==> config.mk <==
export PLATFORM = sky130hd
export DESIGN_NAME = mem_arbiter
export DESIGN_NICKNAME = d
export VERILOG_FILES = /design/src/rtl/mem_arbiter.sv
export SDC_FILE = /design/constraint.sdc
export NUM_CORES = 1
export LEC_CHECK = 0
export ABC_AREA = 1
export BUFFER_PORTS_ARGS = -buffer_cell sky130_fd_sc_hd__buf_2
export CORE_UTILIZATION = 36
export DETAILED_ROUTE_END_ITERATION = 10
export PLACE_DENSITY = 0.83
export REMOVE_ABC_BUFFERS = 1
export SKIP_CTS_REPAIR_TIMING = 1
export SLEW_MARGIN = 40
export SYNTH_ARGS = -nofsm -noshare
export SYNTH_HDL_FRONTEND = slang
export SYNTH_SLANG_ARGS = --single-unit
==> constraint.sdc <==
create_clock -name clk -period 1.8 [get_ports clk]
set_input_delay 0.36 -clock clk [delete_from_list [all_inputs] [get_ports clk]]
set_output_delay 0.36 -clock clk [all_outputs]
set_load 0.01 [all_outputs]
==> src/rtl/mem_arbiter.sv <==
`default_nettype none
// ============================================================================
// Module   : mem_arbiter
// Purpose  : Round-robin share of one byte-addressed 32-bit memory between
//            fetch (I) and load/store (D) ports, with alignment checking and
//            load extension.
// Revision : 1.0
// ============================================================================
module mem_arbiter #(
    parameter int ADDR_BITS = 10
) (
    input  logic                 clk,
    input  logic                 rst,
    input  logic                 i_req,
    input  logic [ADDR_BITS-1:0] i_addr,
    output logic                 i_gnt,
    output logic                 i_rvalid,
    output logic [31:0]          i_rdata,
    output logic                 i_err,
    input  logic                 d_req,
    input  logic                 d_we,
    input  logic [1:0]           d_size,
    input  logic                 d_unsigned,
    input  logic [ADDR_BITS-1:0] d_addr,
    input  logic [31:0]          d_wdata,
    output logic                 d_gnt,
    output logic                 d_rvalid,
    output logic [31:0]          d_rdata,
    output logic                 d_err,
    output logic [3:0]           mem_w_enb,
    output logic                 mem_r_enb,
    output logic [ADDR_BITS-1:0] mem_addr,
    output logic [31:0]          mem_w_data,
    input  logic [31:0]          mem_r_data
);

    localparam logic [0:0] PRIO_I = 1'b0;
    localparam logic [0:0] PRIO_D = 1'b1;

    logic [0:0]  r_prio;
    logic        r_i_rvalid;
    logic [31:0] r_i_rdata;
    logic        r_i_err;
    logic        r_d_rvalid;
    logic [31:0] r_d_rdata;
    logic        r_d_err;

    logic        w_i_fault;
    logic        w_d_fault;
    logic        w_i_gnt;
    logic        w_d_gnt;
    logic        w_i_go;
    logic        w_d_go;
    logic [31:0] w_load;

    assign w_i_fault = |i_addr[1:0];

    always_comb begin
        w_d_fault = 1'b0;
        case (d_size)
            2'b00:   w_d_fault = 1'b0;
            2'b01:   w_d_fault = d_addr[0];
            2'b10:   w_d_fault = |d_addr[1:0];
            default: w_d_fault = 1'b1;
        endcase
    end

    // Reset suppresses grants so nothing reaches memory during reset.
    assign w_i_gnt = !rst && i_req && (!d_req || (r_prio == PRIO_I));
    assign w_d_gnt = !rst && d_req && (!i_req || (r_prio == PRIO_D));
    assign w_i_go  = w_i_gnt && !w_i_fault;
    assign w_d_go  = w_d_gnt && !w_d_fault;

    assign i_gnt = w_i_gnt;
    assign d_gnt = w_d_gnt;

    // The memory lines up lane 0 with the addressed byte, so no lane shifting.
    always_comb begin
        mem_w_enb  = 4'b0000;
        mem_r_enb  = 1'b0;
        mem_addr   = '0;
        mem_w_data = 32'h0;
        if (w_i_go) begin
            mem_r_enb = 1'b1;
            mem_addr  = i_addr;
        end else if (w_d_go) begin
            mem_addr = d_addr;
            if (d_we) begin
                mem_w_data = d_wdata;
                case (d_size)
                    2'b00:   mem_w_enb = 4'b0001;
                    2'b01:   mem_w_enb = 4'b0011;
                    default: mem_w_enb = 4'b1111;
                endcase
            end else begin
                mem_r_enb = 1'b1;
            end
        end
    end

    always_comb begin
        w_load = mem_r_data;
        case (d_size)
            2'b00:   w_load = {{24{!d_unsigned && mem_r_data[7]}},  mem_r_data[7:0]};
            2'b01:   w_load = {{16{!d_unsigned && mem_r_data[15]}}, mem_r_data[15:0]};
            default: w_load = mem_r_data;
        endcase
    end

    always_ff @(posedge clk) begin
        if (rst) begin
            r_prio     <= PRIO_D;
            r_i_rvalid <= 1'b0;
            r_i_rdata  <= 32'h0;
            r_i_err    <= 1'b0;
            r_d_rvalid <= 1'b0;
            r_d_rdata  <= 32'h0;
            r_d_err    <= 1'b0;
        end else begin
            if (w_d_gnt) begin
                r_prio <= PRIO_I;
            end else if (w_i_gnt) begin
                r_prio <= PRIO_D;
            end
            r_i_rvalid <= w_i_gnt;
            r_i_err    <= w_i_gnt && w_i_fault;
            r_i_rdata  <= w_i_go ? mem_r_data : 32'h0;
            r_d_rvalid <= w_d_gnt;
            r_d_err    <= w_d_gnt && w_d_fault;
            r_d_rdata  <= (w_d_go && !d_we) ? w_load : 32'h0;
        end
    end

    // A response due in a reset cycle is dropped rather than presented.
    assign i_rvalid = r_i_rvalid && !rst;
    assign i_rdata  = r_i_rdata;
    assign i_err    = r_i_err;
    assign d_rvalid = r_d_rvalid && !rst;
    assign d_rdata  = r_d_rdata;
    assign d_err    = r_d_err;

endmodule
`default_nettype wire

==> metrics <==
RSZ-0062 raised after global routing yes; placed inst area 3860 µm²; Internal Power 2.42 mW; CTS tree done; final hold violation count 0; status finished, final reports clean; sequential share of power 48.2%; footprint of the multi-input gates 1030 µm²; post-synthesis sequential area ratio 51.0%; ratio of cells with drive above 1 in the final layout 44.9%; area share of the largest cell type after synthesis 51.0%; # rows 31; crit path launch r_prio; CP required 1.44 ns; Ys Warns 0; Synth area leaders dfxtp_1, nor2_1, nand2_1, inv_1, nand3_1; Skew-Pair Late Insertion Delay 0.33 ns; largest net degree at the start of global routing 33; worst clock skew 0.0115 ns; Combinational Power Share 13.8%; Mapped Area 2710 µm²; Core ar. 7250 µm²; DR pass1 iterations 7; final setup fails 0; DR DRC count 0; worst r2r src r_prio; final antenna diode count 0; Num CTS Buffers 9; WL final 8440 µm; post-synth top area cell dfxtp_1; fin crit period 1.80 ns; HP Class input port to register; clock buffer depth 2; Netlist cell types 18; switching share of power 25.3%; grt ovf 0; fmax 556 MHz; chip width 88.7 µm; IO Port Bufs 208; Worst Tran Pin Value 0.350 ns; Final Cell Area 4160 µm²; power per standard cell area 777 nW/µm²; Post-Layout Cell Count 700; fill count 684; worst vdd ir 372 µV; Storage cell area 1390 µm²; # H-tree levels 3; vias in the first global route 2643; count leader, synth nor2_1; area grow syn2layout 53.9%; CP startpoint kind register; Initial DRC Count 58; Syn Area/Cell 7.08 µm²; Worst Setup End Kind output pin; # clock sinks 69; total power 3.24 mW; clock power share 38.1%; Final Max Tran Viols 0; via/cell ratio 4.33; clock root buffer clkbuf_8; fin nets 688; Routed Antenna Nets 0; share of flip-flops with an asynchronous set or reset 0%; Boundary Pins 209; Yosys reg bits 69; worst hold slack 0.249 ns; Post-Route Setup TNS 0 ns; Die H 88.7 µm; Vias 3032; first-pass GRT wire length 11900 µm; Crit Path Class register to output pin; initial antenna violation count 0; HPWL Detailed 6630 µm; Placer Congestion 0.875; Worst EP arrival 1.44 ns; Total Routing Usage GR 20.4%; Hold Startpoint mem_r_data[20]; NetSw 0.819 mW; Post-synth EDFFs 0; Tcrit/Tclk final 99.9%; worst-path maximum fanout 18; CTS clk-pin slew, worst paths 0.08 ns; commonest cells in the netlist nor2_1, dfxtp_1, nand2_1, inv_1, nand3_1; Starting Density 37.3%; die area 7870 µm²; Post-Syn Instances 382; Main synth FF type dfxtp_1; Cells after DPL 681; wire per inst 12.1 µm; Max transition margin 76.6%; max cap viols 0; Leak Pwr 2.60 nW
-- registers in the layout, indices dropped and copies added, names as in the netlist --
register / flops
d_rdata: 32
i_rdata: 32
d_err: 1
i_err: 1
r_d_rvalid: 1
r_i_rvalid: 1
r_prio: 1
-- worst paths after layout --
check	slack [ns]	cells past startpoint	to
setup / recovery	0.001	6	mem_w_data[3]
hold / removal	0.25	3	i_rdata[20]
setup reg to reg	0.43	6	d_rdata[25]
hold reg to reg	0.54	2	r_d_rvalid
-- routing by layer --
layer  vias up  wire, µm  global-route usage, %  part of all wire [%]
met5         -         0                      0                     0
met4         0       293                   14.1                   3.5
met3        16       581                   4.66                   6.9
met2       148      4430                   38.7                    52
met1      1344      3140                   19.3                    37
li1       1524         -                      -                     -
-- logic make-up after synthesis --
kind of cell / count (synthesis) / share of synthesized area [%]
AND/OR/NAND/NOR: 232 / 35.6
buffers and inverters: 80 / 13.1
flip-flops: 69 / 51.0
AO/OA/AOI/OAI: 1 / 0.277
-- worst max-delay path, stage by stage (launching register included) --
cell and delay, ns:
dfxtp_4 0.38, nor2_4 0.05, nor2_4 0.17, nand2_4 0.09, buf_12 0.16, nor2_1 0.11
buf_2 0.14
-- per-stage QoR --
step / setup WS [ns] / util [%]
6_report: 0.00116 / 57.4
5_1_grt: -0.0696 / 57.4
4_1_cts: -0.122 / 56.0
3_5_place_dp: 0.0683 / 53.2
3_3_place_gp: 0.121 / 53.2
2_1_floorplan: 0.118 / -
-- layout make-up --
class / instances / area share (%)
Sequential cell: 69 / 33.3
Tap cell: 99 / 2.97
Clock buffer: 10 / 3.31
Timing Repair Buffer: 221 / 28.6
Clock inverter: 6 / 1.50
Inverter: 62 / 5.59
Multi-Input combinational cell: 233 / 24.7
-- power by group through the flow --
stage	registers [mW]	clock network [mW]	logic, mW
2_1_floorplan	1.61	0	0.167
3_3_place_gp	1.59	0	0.414
3_5_place_dp	1.59	0	0.423
4_1_cts	1.56	1.26	0.426
5_1_grt	1.56	1.34	0.492
6_report	1.56	1.23	0.445
-- cells in the final DEF (no fill, tap or decap), drive strengths merged --
master	Yosys	routed
clkinv	0	5
clkbuf	3	10
dfxtp	69	69
nand2	67	67
bufinv	0	1
o211ai	1	1
inv	62	62
nor3	2	2
nor2	145	145
buf	15	221
nand3	18	18
No activity file was read; power rests on OpenSTA's default activity.
